--- src/rtl/piezo_request_arbiter.sv ---
// piezo_request_arbiter: latches one-shot tone requests, grants by fixed priority (err > vend > key)
// and steps the granted note sequence with programmable note and gap timing.
module piezo_request_arbiter #(
    parameter int NOTE_TICKS = 250000,
    parameter int GAP_TICKS  = 50000
) (
    input  logic       clk,
    input  logic       rst,
    input  logic       req_key,
    input  logic       req_vend,
    input  logic       req_err,
    input  logic       mute,
    output logic [2:0] note_code,
    output logic [1:0] active_src,
    output logic       busy,
    output logic       done
);
    localparam int MAXT = NOTE_TICKS > GAP_TICKS ? NOTE_TICKS : GAP_TICKS;
    localparam int CW   = $clog2(MAXT);
    localparam logic [1:0] SRC_KEY = 2'd1, SRC_VEND = 2'd2, SRC_ERR = 2'd3;

    typedef enum logic [1:0] {IDLE, PLAY, GAP} state_t;

    state_t        state, state_nx;
    logic [CW-1:0] cnt, cnt_nx;
    logic [1:0]    idx, idx_nx, src, src_nx;
    logic [2:0]    pend, pend_nx, grant, note;
    logic          done_nx, last;

    always_ff @(posedge clk or negedge rst)
        if (!rst) begin
            state <= IDLE;
            cnt   <= '0;
            idx   <= '0;
            src   <= '0;
            pend  <= '0;
            done  <= 1'b0;
        end else begin
            state <= state_nx;
            cnt   <= cnt_nx;
            idx   <= idx_nx;
            src   <= src_nx;
            pend  <= pend_nx;
            done  <= done_nx;
        end

    // pend bits: [2]=err, [1]=vend, [0]=key
    always_comb begin
        state_nx = state;
        cnt_nx   = cnt + 1'b1;
        idx_nx   = idx;
        src_nx   = src;
        grant    = '0;
        done_nx  = 1'b0;
        last     = (src == SRC_KEY) ? (idx == 2'd0) : (idx == 2'd3);
        if (state == IDLE) begin
            cnt_nx = '0;
            if (|pend) begin
                state_nx = PLAY;
                idx_nx   = '0;
                src_nx   = pend[2] ? SRC_ERR : pend[1] ? SRC_VEND : SRC_KEY;
                grant    = pend[2] ? 3'b100 : pend[1] ? 3'b010 : 3'b001;
            end
        end else if (pend[2] && src != SRC_ERR) begin
            state_nx = PLAY;
            cnt_nx   = '0;
            idx_nx   = '0;
            src_nx   = SRC_ERR;
            grant    = 3'b100;
        end else if (state == PLAY && cnt == CW'(NOTE_TICKS - 1)) begin
            state_nx = GAP;
            cnt_nx   = '0;
        end else if (state == GAP && cnt == CW'(GAP_TICKS - 1)) begin
            state_nx = last ? IDLE : PLAY;
            cnt_nx   = '0;
            idx_nx   = last ? idx : idx + 2'd1;
            done_nx  = last;
        end
        pend_nx = (pend & ~grant) | {req_err, req_vend, req_key};
    end

    always_comb begin
        note = 3'd0;
        if (src == SRC_KEY)
            note = 3'd5;
        else if (src == SRC_VEND)
            note = {idx, 1'b1};
        else if (src == SRC_ERR)
            note = idx[0] ? 3'd1 : 3'd7;
    end

    assign note_code  = (state == PLAY && !mute) ? note : 3'd0;
    assign active_src = (state == IDLE) ? 2'd0 : src;
    assign busy       = (state != IDLE) | (|pend);
endmodule

--- config.mk ---
export PLATFORM = sky130hd
export DESIGN_NAME = piezo_request_arbiter
export DESIGN_NICKNAME = d
export VERILOG_FILES = /design/src/rtl/piezo_request_arbiter.sv
export SDC_FILE = /design/constraint.sdc
export NUM_CORES = 1
export LEC_CHECK = 0
export CAP_MARGIN = 0
export CORE_UTILIZATION = 35
export CTS_CLUSTER_SIZE = 24
export DETAILED_ROUTE_END_ITERATION = 6
export PLACE_DENSITY = 0.62
export RECOVER_POWER = 50
export SETUP_SLACK_MARGIN = 0.05
export SLEW_MARGIN = 20
export SYNTH_ARGS = -nofsm -noshare
export SYNTH_HDL_FRONTEND = slang
export SYNTH_SLANG_ARGS = --single-unit
--- constraint.sdc ---
create_clock -name clk -period 1.95 [get_ports clk]
set_clock_uncertainty 0.2 [all_clocks]
set_input_delay 0.2925 -clock clk [delete_from_list [all_inputs] [get_ports clk]]
set_output_delay 0.2925 -clock clk [all_outputs]
set_load 0.02 [all_outputs]
== Word level (Yosys, flattened, before mapping) ==
Index checks and enable logic that the tools add are counted.
Cells by class
  eq/ne operators: 12
  muxes and demuxes: 37
  reduce and logical (&&, ||, !) cells: 15
  add/sub/neg operators: 2
  bitwise logic cells: 4
Operators with widths (count)
  $mux 18: 4
  $mux 2: 18
  $mux 3: 9
  $add 18x1->18 const B: 1
  $eq 18x16->1 const B: 1
  $eq 18x18->1 const B: 1
  $eq 2x2->1 const B: 4
  $mux 1: 6
  $eq 2x1->1 const B: 2
  $logic_and 1x1->1: 4
  $logic_not 2->1: 2
  $ne 2x2->1 const B: 2
  $reduce_and 2->1: 2
  $reduce_and 4->1: 1
  $reduce_bool 2->1: 2
  $reduce_bool 4->1: 1
  $and 3x3->3: 1
  $ne 3x1->1 const B: 1
  $ne 3x2->1 const B: 1
  $not 3->3: 1
  $or 3x3->3: 1
  $reduce_bool 3->1: 1
  $reduce_or 3->1: 1
  $add 2x1->2 const B: 1
  other kinds (2): 2
Word-level totals
  logic and storage cells: 76
  register bits: 28
  output and inout bits: 7

== Longest topological paths before layout ==
Gate-level depths: netlist of the first run.
  depth in word-level cells: 7
  mapped depth: 7
  mapped depth without buffers: 6

== Worst setup path after synthesis of the first run ==
Ideal clock, no wire load.
  kind: register to register
  from: reg cnt[12]
  to: reg state[0]
  stages on the path, launching flop included: 6
  setup time: 0.125 ns
  data arrival time: 1.764 ns
  setup slack: -0.139 ns
  path through: dfrtp_1 > or4b_4 > nor4_4 > nand2_2 > nand3_4 > mux2_4
On the way
  word-level cells in the longest chain between the ends: 5
  elaborated cells on any way between the ends: 9
  classes of those cells: eq/ne: 2; mux: 3; reduce/logical: 4
Ends and longest elaborated chain
  start: declaration: line 25  | logic [CW-1:0] cnt, cnt_nx;
  start signal: assignment: line 40  | cnt <= cnt_nx;
  $eq 18x18->1: line 70  | end else if (state == PLAY && cnt == CW'(NOTE_TICKS - 1)) begin
  $logic_and 1x1->1: line 70
  $mux 2: line 70
  $mux 2: line 64  | end else if (pend[2] && src != SRC_ERR) begin
  $mux 2: line 56  | if (state == IDLE) begin
  end signal: assignment: line 39  | state <= state_nx;
  end: declaration: line 24  | state_t state, state_nx;
Several ways; a longest one is shown, not always the timed one.
A chain may end at the register's enable or synchronous reset.

== Final worst setup path of the first run ==
  from: reg cnt[17]
  to: reg state[0]
The elaborated chain is that of the path after synthesis.

==> results.ini, run 1 <==
[clock_tree]
clk_pin_slew_ns = 0.10
h-tree-depth = 1
cts_tree = yes
cts_root_buffer = clkbuf_8
postCtsHoldBufs = 0
cts.path.max_buffers = 2
clock_latency_ns = 0.28
clock_sinks = 28
numCtsBuffers = 3

[layout]
num-fill-cells = 386
register_area_um2 = 701.9
fin_util = 0.4844
syn2layout_area_growth_pct = 30.64
antenna_cells = 0
drive_gt1_frac = 0.2775
stdcell_count = 241
multiInputGateArea_um2 = 809.5
num-nets-final = 201

[placement]
hpwl_um = 2375
io_buffers = 12
place_inst = 236
gp_congestion = 0.7555

[setup_path]
crit_chain = or4b_4 -> nor4_4 -> nand2_2 -> nand3_4 -> mux2_4
endpoint = state[0]
critPathMaxFanout = 3
end_kind = register
crit_required_ns = 1.92
crit_path_start_kind = register
r2r_start = cnt[17]
crit_start = cnt[17]
crit_path_top_delay_cell = or4b_4
worstPathArrival_ns = 1.97
r2r_slack_ns = -0.05
crit_type = register to register
worst_path_largest_cell_delay_ns = 0.55
r2r_cells = 5
r2r-end = state[0]

[grt]
grtUsageTotal = 0.1629
grt_max_degree = 29
grt_pass1_wl_um = 5533
grt_pass1_vias = 1227
antenna_found_initial = 0
grt_use_met3 = 0.03547
grt_util_met2 = 0.3057
met1_usage = 0.1846
overflow = 0
top_usage_layer = met2

[power]
switching_share = 0.2531
pwr-share-clk = 0.332
power_density_nw_per_um2 = 700.1
combPwrFrac = 0.163
p_total_mw = 1.386
p_int_mw = 1.035
peakVddDrop_mv = 0.5411
switchingPower_mw = 0.3507
seqPwrFrac = 0.505
leakagePower_nw = 0.8568

[logic_synthesis]
synth_compound_area_frac = 0.08258
synth_cell_types = 45
postSynthCellCount = 153
ys.warnings.count = 0
synth_area_um2 = 1515
seq_area_frac_synth = 0.4624
ys.flop_type = dfrtp_1
syn_area_per_cell_um2 = 9.903
synth_top_family_by_area = simple AND/OR/NAND/NOR gates
synth-simple-area-share = 0.2882
synth-seq-cells = 28
synthMuxAreaShare = 0.01652
synth_xor_area_frac = 0.09827
synthAdderAreaFrac = 0.02477
synth_nets = 162
async_flop_share = 1.000
synth_edf_count = 0

[route]
routedWlPerCell_um = 12.95
first_iter_violations = 31
drtPass1Iterations = 4
num_vias = 1202
drtAntennaViolNets = 0
routed_wl_um = 3121
viasPerCell = 4.988
drc = 0

[die]
core_um2 = 4086
rows = 23
die_y_um = 67.80
io_pins = 13
die_area_um2 = 4596
start_util = 0.3708
die-width_um = 67.80

[sta]
hold_viol_final = 0
max_freq_mhz = 500.3
tightest_slew_ns = 0.7060
drv_slew = 0
fin_crit_ns = 1.999
rsz0062_at_grt = true
setup_slack_ns = -0.04872
period_share = 1.025
slew_headroom = 0.5293
setup_viol = 3

[status]
outcome = finished, violations left
violations = negative setup slack

[hold_path]
min_path_type = register to register

[run]
drv_cap = 0

-- critical path, delay by kind of cell (launching register included) --
family,cells,cell delay (ns)
and+or+nand+nor,4,1.00
DFF,1,0.39
muxes,1,0.30
-- area by class of cell --
type / count / share of cell area
multi-input combinational: 116 / 0.4090
sequential: 28 / 0.3546
timing repair buffer: 38 / 0.1593
tap: 50 / 0.03161
clock buffer: 3 / 0.02086
clock inverter: 1 / 0.01517
inverter: 5 / 0.009482
-- layout by cell type, fill, tap and decap left out, types with 4 or more instances in the layout --
cell             instances
xnor2_1                  7
a21oi_1                  4
clkdlybuf4s50_1          5
nand3_1                  6
xor2_1                  10
nand2_1                 12
buf_6                    6
dfrtp_1                 27
inv_1                    5
buf_4                   23
nand4_1                  4
nor2_1                  24
-- state kept, by name, indices dropped and copies added, names as in the netlist --
register / cells
cnt: 18
pend: 3
idx: 2
src: 2
state: 2
done: 1
-- worst min path at each step --
stage / end / slack, ns / from / cells past startpoint
2_1_floorplan: cnt[0] / -0.20 / rst / 0
3_3_place_gp: cnt[0] / 0.25 / cnt[0] / 1
3_5_place_dp: cnt[0] / 0.26 / cnt[0] / 1
4_1_cts: cnt[12] / 0.20 / rst / 2
5_1_grt: cnt[0] / 0.30 / cnt[0] / 1
6_report: cnt[0] / 0.27 / cnt[0] / 1
-- synth_stat cells, types with 2 or more instances --
library cell,n,area (µm²)
dfrtp_1,28,700.7
nor2_1,25,93.84
nand2_1,12,45.04
xor2_1,10,87.58
xnor2_1,7,61.31
nand3_1,6,30.03
inv_1,5,18.77
a21oi_1,4,20.02
nand2b_1,4,25.02
nand4_1,4,25.02
and3_1,3,18.77
clkbuf_1,3,11.26
ha_1,3,37.54
nor3_1,3,15.01
nor4_1,3,18.77
and2_1,2,12.51
o211ai_1,2,15.01
or4_1,2,15.01
-- metrics by stage --
step / hold WS (ns) / TNS, ns / worst slack (ns) / cell area (µm²)
2_1_floorplan: -0.2031 / -0.05221 / -0.05221 / 1519
3_3_place_gp: 0.2489 / -0.4106 / -0.1270 / 1867
3_5_place_dp: 0.2624 / -0.6479 / -0.1585 / 1867
4_1_cts: 0.1980 / -0.1265 / -0.05233 / 1933
5_1_grt: 0.3004 / -0.4881 / -0.1066 / 1979
6_report: 0.2666 / -0.1133 / -0.04872 / 1979
-- power groups by stage --
| stage | clock network [mW] | registers (mW) | logic, mW |
|---|---|---|---|
| after CTS | 0.478 | 0.701 | 0.228 |
| after detailed placement | 0 | 0.713 | 0.228 |
| after global placement | 0 | 0.710 | 0.220 |
| after floorplan | 0 | 0.718 | 0.126 |
| after global routing | 0.503 | 0.711 | 0.261 |
| final | 0.460 | 0.700 | 0.226 |
-- kinds of logic (layout without fill, tap and decap cells) --
kind of cell    Yosys count  in the layout
simple gates             77             77
flops                    28             28
compound gates           17             17
xor+xnor                 17             17
buf+inv                   9             47
fa+ha+maj                 3              3
mux                       2              2
-- metal layers --
layer  vias to the layer above  part of all wire
li1                        609                 -
met1                       574              0.44
met2                        14              0.52
met3                         5             0.030
met4                         0            0.0087
met5                         -                 0
-- repair_timing --
item,CTS,global route
setup buffers,1,1
pin swaps,2,3
gates resized for setup,30,13
setup endpoints to repair,26,29
hold endpoints to repair,0,0
No activity file was read; power rests on OpenSTA's default activity.
==> run 2, diff against run 1 <==
--- a/config.mk
+++ b/config.mk
@@ -6,10 +6,10 @@
 export NUM_CORES = 1
 export LEC_CHECK = 0
 export CAP_MARGIN = 0
-export CORE_UTILIZATION = 35
+export CORE_UTILIZATION = 38
 export CTS_CLUSTER_SIZE = 24
 export DETAILED_ROUTE_END_ITERATION = 6
-export PLACE_DENSITY = 0.62
+export PLACE_DENSITY = 0.65
 export RECOVER_POWER = 50
 export SETUP_SLACK_MARGIN = 0.05
 export SLEW_MARGIN = 20
==> results.ini, run 2 (same netlist as run 1, synthesis figures left out) <==
[status]
outcome = finished, violations left
violations = negative setup slack

[hold_path]
min_path_type = register to register

[route]
viasPerCell = 5.124  ; +2.7%
drtAntennaViolNets = 0  ; unchanged
first_iter_violations = 33  ; +6.5%
drc = 0  ; unchanged
routed_wl_um = 3265  ; +4.6%
drtPass1Iterations = 4  ; unchanged
num_vias = 1240  ; +3.2%
routedWlPerCell_um = 13.49  ; +4.2%

[placement]
gp_congestion = 0.7458  ; -1.3%
io_buffers = 12  ; unchanged
post-place-ws_ns = -0.1729  ; -0.01445 ns
place_inst = 233  ; -1.3%
hpwl_um = 2366  ; -0.38%

[sta]
slew_headroom = 0.5280  ; -0.001300
max_freq_mhz = 504.6  ; +0.85%
period_share = 1.016  ; -0.008667
setup_viol = 3  ; unchanged
fin_crit_ns = 1.982  ; -0.01690 ns
setup_slack_ns = -0.03182  ; +0.01690 ns
rsz0062_at_grt = true
tightest_slew_ns = 0.7080  ; +0.001949 ns
fin_tns_setup_ns = -0.07412  ; +0.03921 ns
drv_slew = 0  ; unchanged
hold_viol_final = 0  ; unchanged

[clock_tree]
clock_sinks = 28  ; unchanged
cts_tree = yes
cts.path.max_buffers = 2  ; unchanged
clock_latency_ns = 0.27  ; about the same
clk_pin_slew_ns = 0.09  ; about the same
numCtsBuffers = 3  ; unchanged
h-tree-depth = 1  ; unchanged
postCtsHoldBufs = 0  ; unchanged
cts_root_buffer = clkbuf_8

[die]
core_um2 = 3744  ; -8.4%
start_util = 0.4047  ; +0.03396
rows = 22  ; -4.3%
io_pins = 13  ; unchanged
die_area_um2 = 4244  ; -7.7%
die_y_um = 65.15  ; -3.9%
die-width_um = 65.15  ; -3.9%

[layout]
layout_commonest_cell = buf_4
stdcell_count = 242  ; +0.41%
max_flop_register = cnt
syn2layout_area_growth_pct = 32.95
layout_common_cells = buf_4, dfrtp_1, nor2_1
largest_reg_flops = 18  ; unchanged
fin_util = 0.5381  ; +0.05372
num-fill-cells = 353  ; -8.5%
num-nets-final = 204  ; +1.5%
top_regs = cnt: 18 flops, pend: 3 flops
drive_gt1_frac = 0.3196  ; +0.04210
antenna_cells = 0  ; unchanged

[setup_path]
crit_path_top_delay_cell = or4b_4
crit_chain = buf_6 -> or4b_4 -> nor4_4 -> nand2_2 -> nand3_4 -> mux2_4
worstPathArrival_ns = 1.95  ; -0.02 ns
crit_path_start_kind = register
end_kind = register
critPathMaxFanout = 4  ; +1
crit_required_ns = 1.92  ; about the same
worst_path_largest_cell_delay_ns = 0.46  ; -0.09 ns
crit_type = register to register

[grt]
grt_max_degree = 29  ; unchanged
top_usage_layer = met2
grt_pass1_wl_um = 5644  ; +2.0%
grt_util_met2 = 0.3255  ; +0.01983
overflow = 0  ; unchanged
antenna_found_initial = 0  ; unchanged
grt_use_met3 = 0.03646  ; +0.0009854
grtUsageTotal = 0.1744  ; +0.01142
met1_usage = 0.1989  ; +0.01432
grt_pass1_vias = 1265  ; +3.1%

[power]
power_density_nw_per_um2 = 687.6  ; -1.8%
leakagePower_nw = 0.8655  ; +1.0%
peakVddDrop_mv = 0.5748  ; +6.2%
p_total_mw = 1.385  ; about the same

[run]
drv_cap = 0  ; unchanged

[run 2: where the power goes]
part | switching, mW | leakage (nW) | internal, mW
clock | 0.179 | 0.0357 | 0.275
combinational | 0.110 | 0.485 | 0.116
sequential | 0.0573 | 0.345 | 0.647
total | 0.347 | 0.865 | 1.04
[run 2: critical path: cells and delay by family (launching register included)]
family | cells | cell delay, ns
AND/OR/NAND/NOR | 4 | 0.89
flip-flops | 1 | 0.37
multiplexers | 1 | 0.30
buffers and inverters | 1 | 0.11
[run 2: repair_timing]
item / 4_1_cts / 5_1_grt
buffers inserted: 1 / 4
gates resized for setup: 34 / 12
hold endpoints to repair: 0 / 0
endpoints found under the setup margin: 29 / 27
pin swaps: 2 / 2
[run 2: path summary, 6_finish.rpt]
| check | slack (ns) | to | startpoint | cells past startpoint |
|---|---|---|---|---|
| worst max register to register | -0.03 | state[0] | state[1] | 6 |
| max in group asynchronous | 0.67 | idx[0] | rst | 2 |
| worst max-delay path | -0.03 | state[0] | state[1] | 6 |
| worst min-delay path | 0.27 | cnt[0] | cnt[0] | 1 |
| worst min register to register | 0.27 | cnt[0] | cnt[0] | 1 |
| min in group asynchronous | 0.39 | src[0] | rst | 2 |
[run 2: layout make-up]
type / count / area (µm²) / share of cell area
Clock buffer: 3 / 41.29 / 0.02050
Clock inverter: 1 / 30.03 / 0.01491
Inverter: 5 / 18.77 / 0.009317
Multi-Input combinational cell: 116 / 830.8 / 0.4124
Sequential cell: 28 / 703.2 / 0.3491
Tap cell: 48 / 60.06 / 0.02981
Timing Repair Buffer: 41 / 330.3 / 0.1640
[run 2: through the flow]
stage / hold WS (ns) / cell area, µm²
floorplan: -0.2031 / 1519
global placement: 0.2501 / 1857
detailed placement: 0.2540 / 1857
CTS: 0.1977 / 1943
global route: 0.2898 / 2014
finish: 0.2692 / 2014
[run 2: metal layers]
layer  up-vias  part of all wire
li1        614                 -
met1       599              0.41
met2        21              0.55
met5         -                 0
met3         6             0.028
met4         0             0.012
==> run 3, diff against run 2 <==
--- a/config.mk
+++ b/config.mk
@@ -9,9 +9,10 @@
 export CORE_UTILIZATION = 38
 export CTS_CLUSTER_SIZE = 24
 export DETAILED_ROUTE_END_ITERATION = 6
-export PLACE_DENSITY = 0.65
+export PLACE_DENSITY_LB_ADDON = 0.25
 export RECOVER_POWER = 50
 export SETUP_SLACK_MARGIN = 0.05
+export SKIP_CTS_REPAIR_TIMING = 1
 export SLEW_MARGIN = 20
 export SYNTH_ARGS = -nofsm -noshare
 export SYNTH_HDL_FRONTEND = slang
==> results.ini, run 3 (same netlist as run 1, synthesis figures left out) <==
[placement]
gp_congestion = 0.7411  ; -0.63%
post_dp_cell_area_um2 = 1864  ; +0.40%
io_buffers = 12  ; unchanged
hpwl_um = 2358  ; -0.35%
place_inst = 234  ; +0.43%

[sta]
max_freq_mhz = 494.2  ; -2.0%
setup_viol = 20  ; +17
hold_slack_ns = 0.2629  ; -0.006275 ns
tightest_slew_ns = 0.7181  ; +0.01011 ns
hold_viol_final = 0  ; unchanged
fin_tns_setup_ns = -0.5074  ; -0.4333 ns
slew_headroom = 0.5213  ; -0.006739
setup_slack_ns = -0.07329  ; -0.04147 ns
fin_crit_ns = 2.023  ; +0.04147 ns
period_share = 1.038  ; +0.02127
rsz0062_at_grt = true
drv_slew = 0  ; unchanged

[setup_path]
crit_path_start_kind = register
critPathMaxFanout = 3  ; -1
r2r_start = cnt[12]
r2r_slack_ns = -0.07  ; -0.04 ns
end_kind = register
worstPathArrival_ns = 1.98  ; +0.03 ns
crit_required_ns = 1.91  ; about the same
r2r_cells = 5  ; -1
r2r-end = state[0]
crit_type = register to register

[route]
viasPerCell = 5.079  ; -0.87%
routedWlPerCell_um = 13.23  ; -2.0%
drtPass1Iterations = 4  ; unchanged
num_vias = 1219  ; -1.7%
routed_wl_um = 3174  ; -2.8%
first_iter_violations = 31  ; -6.1%
drc = 0  ; unchanged
drtAntennaViolNets = 0  ; unchanged

[clock_tree]
clock_sinks = 28  ; unchanged
cts_tree = yes
clock_latency_ns = 0.28  ; about the same
cts_root_buffer = clkbuf_8
numCtsBuffers = 3  ; unchanged
cts.path.max_buffers = 2  ; unchanged
clk_pin_slew_ns = 0.09  ; about the same
h-tree-depth = 1  ; unchanged

[grt]
grt_pass1_vias = 1288  ; +1.8%
overflow = 0  ; unchanged
antenna_found_initial = 0  ; unchanged
grt_max_degree = 29  ; unchanged
grtUsageTotal = 0.1686  ; -0.005773
grt_pass1_wl_um = 5444  ; -3.5%

[power]
leakagePower_nw = 0.8457  ; -2.3%
switching_share = 0.2673  ; +0.01681
switchingPower_mw = 0.3425  ; -1.3%
power_density_nw_per_um2 = 661.2  ; -3.8%
seqPwrFrac = 0.548  ; +0.039
pwr-share-clk = 0.279  ; -0.049
combPwrFrac = 0.174  ; +0.010
p_int_mw = 0.9390  ; -9.6%
peakVddDrop_mv = 0.3692  ; -36%

[die]
io_pins = 13  ; unchanged
rows = 22  ; unchanged
core_um2 = 3744  ; unchanged
die_area_um2 = 4244  ; unchanged
start_util = 0.4047  ; unchanged
die_y_um = 65.15  ; unchanged
die-width_um = 65.15  ; unchanged

[layout]
syn2layout_area_growth_pct = 27.91
max_flop_register = cnt
layout_commonest_cell = dfrtp_1
stdcell_count = 240  ; -0.83%
antenna_cells = 0  ; unchanged
top_regs = cnt: 18 flops, pend: 3 flops
drive_gt1_frac = 0.2813  ; -0.03834
largest_reg_flops = 18  ; unchanged
fin_util = 0.5177  ; -0.02039
num-nets-final = 202  ; -0.98%
layout_common_cells = dfrtp_1, nor2_1, buf_4
stdcell_area_um2 = 1938  ; -3.8%

[hold_path]
min_path_type = register to register
min_path_cells = 1  ; unchanged
min_from = cnt[0]
hold_end = cnt[0]

[status]
outcome = finished, violations left
violations = negative setup slack

[run]
drv_cap = 0  ; unchanged

==> run 3: how the worst max path moves through the flow <==
stage | slack (ns) | cells after the start | from | to
floorplan | -0.05 | 5 | cnt[17] | state[0]
global placement | -0.13 | 4 | mute | note_code[1]
detailed placement | -0.17 | 4 | mute | note_code[1]
CTS | -0.43 | 5 | state[1] | note_code[1]
global route | -0.13 | 6 | cnt[17] | cnt[6]
finish | -0.07 | 5 | cnt[12] | state[0]
==> run 3: final cells by class <==
cell class,count,area (µm²)
clock buffer,4,55.05
fill,371,1805
inverter,5,18.77
multi-input combinational,116,790.8
sequential,28,703.2
tap,48,60.06
timing repair buffer,39,310.3
==> run 3: per-stage QoR <==
step           total power, mW  setup WS [ns]
2_1_floorplan           0.8438       -0.05221
3_3_place_gp            0.9307        -0.1282
3_5_place_dp            0.9422        -0.1672
4_1_cts                  1.306        -0.4257
5_1_grt                  1.366        -0.1290
6_report                 1.282       -0.07329
==> run 3: worst max-delay path: stages (launching register included) <==
cell	delay [ns]
dfrtp_1	0.41
or4b_4	0.54
nor4_4	0.21
nand2_2	0.12
nand3_4	0.12
mux2_4	0.30
==> run 3: per-layer routing <==
metal | share of wire | GRT usage | vias to the layer above
met5 | 0 | 0 | -
met4 | 0.013 | 0.06250 | 0
met3 | 0.025 | 0.02083 | 5
met2 | 0.52 | 0.3268 | 21
met1 | 0.44 | 0.1851 | 584
li1 | - | - | 609
==> run 3: power groups by stage <==
| stage | registers [mW] | clock network [mW] | logic, mW |
|---|---|---|---|
| after floorplan | 0.718 | 0 | 0.126 |
| after global placement | 0.710 | 0 | 0.220 |
| after detailed placement | 0.714 | 0 | 0.228 |
| after CTS | 0.703 | 0.372 | 0.231 |
| after global routing | 0.713 | 0.394 | 0.258 |
| final | 0.702 | 0.357 | 0.223 |
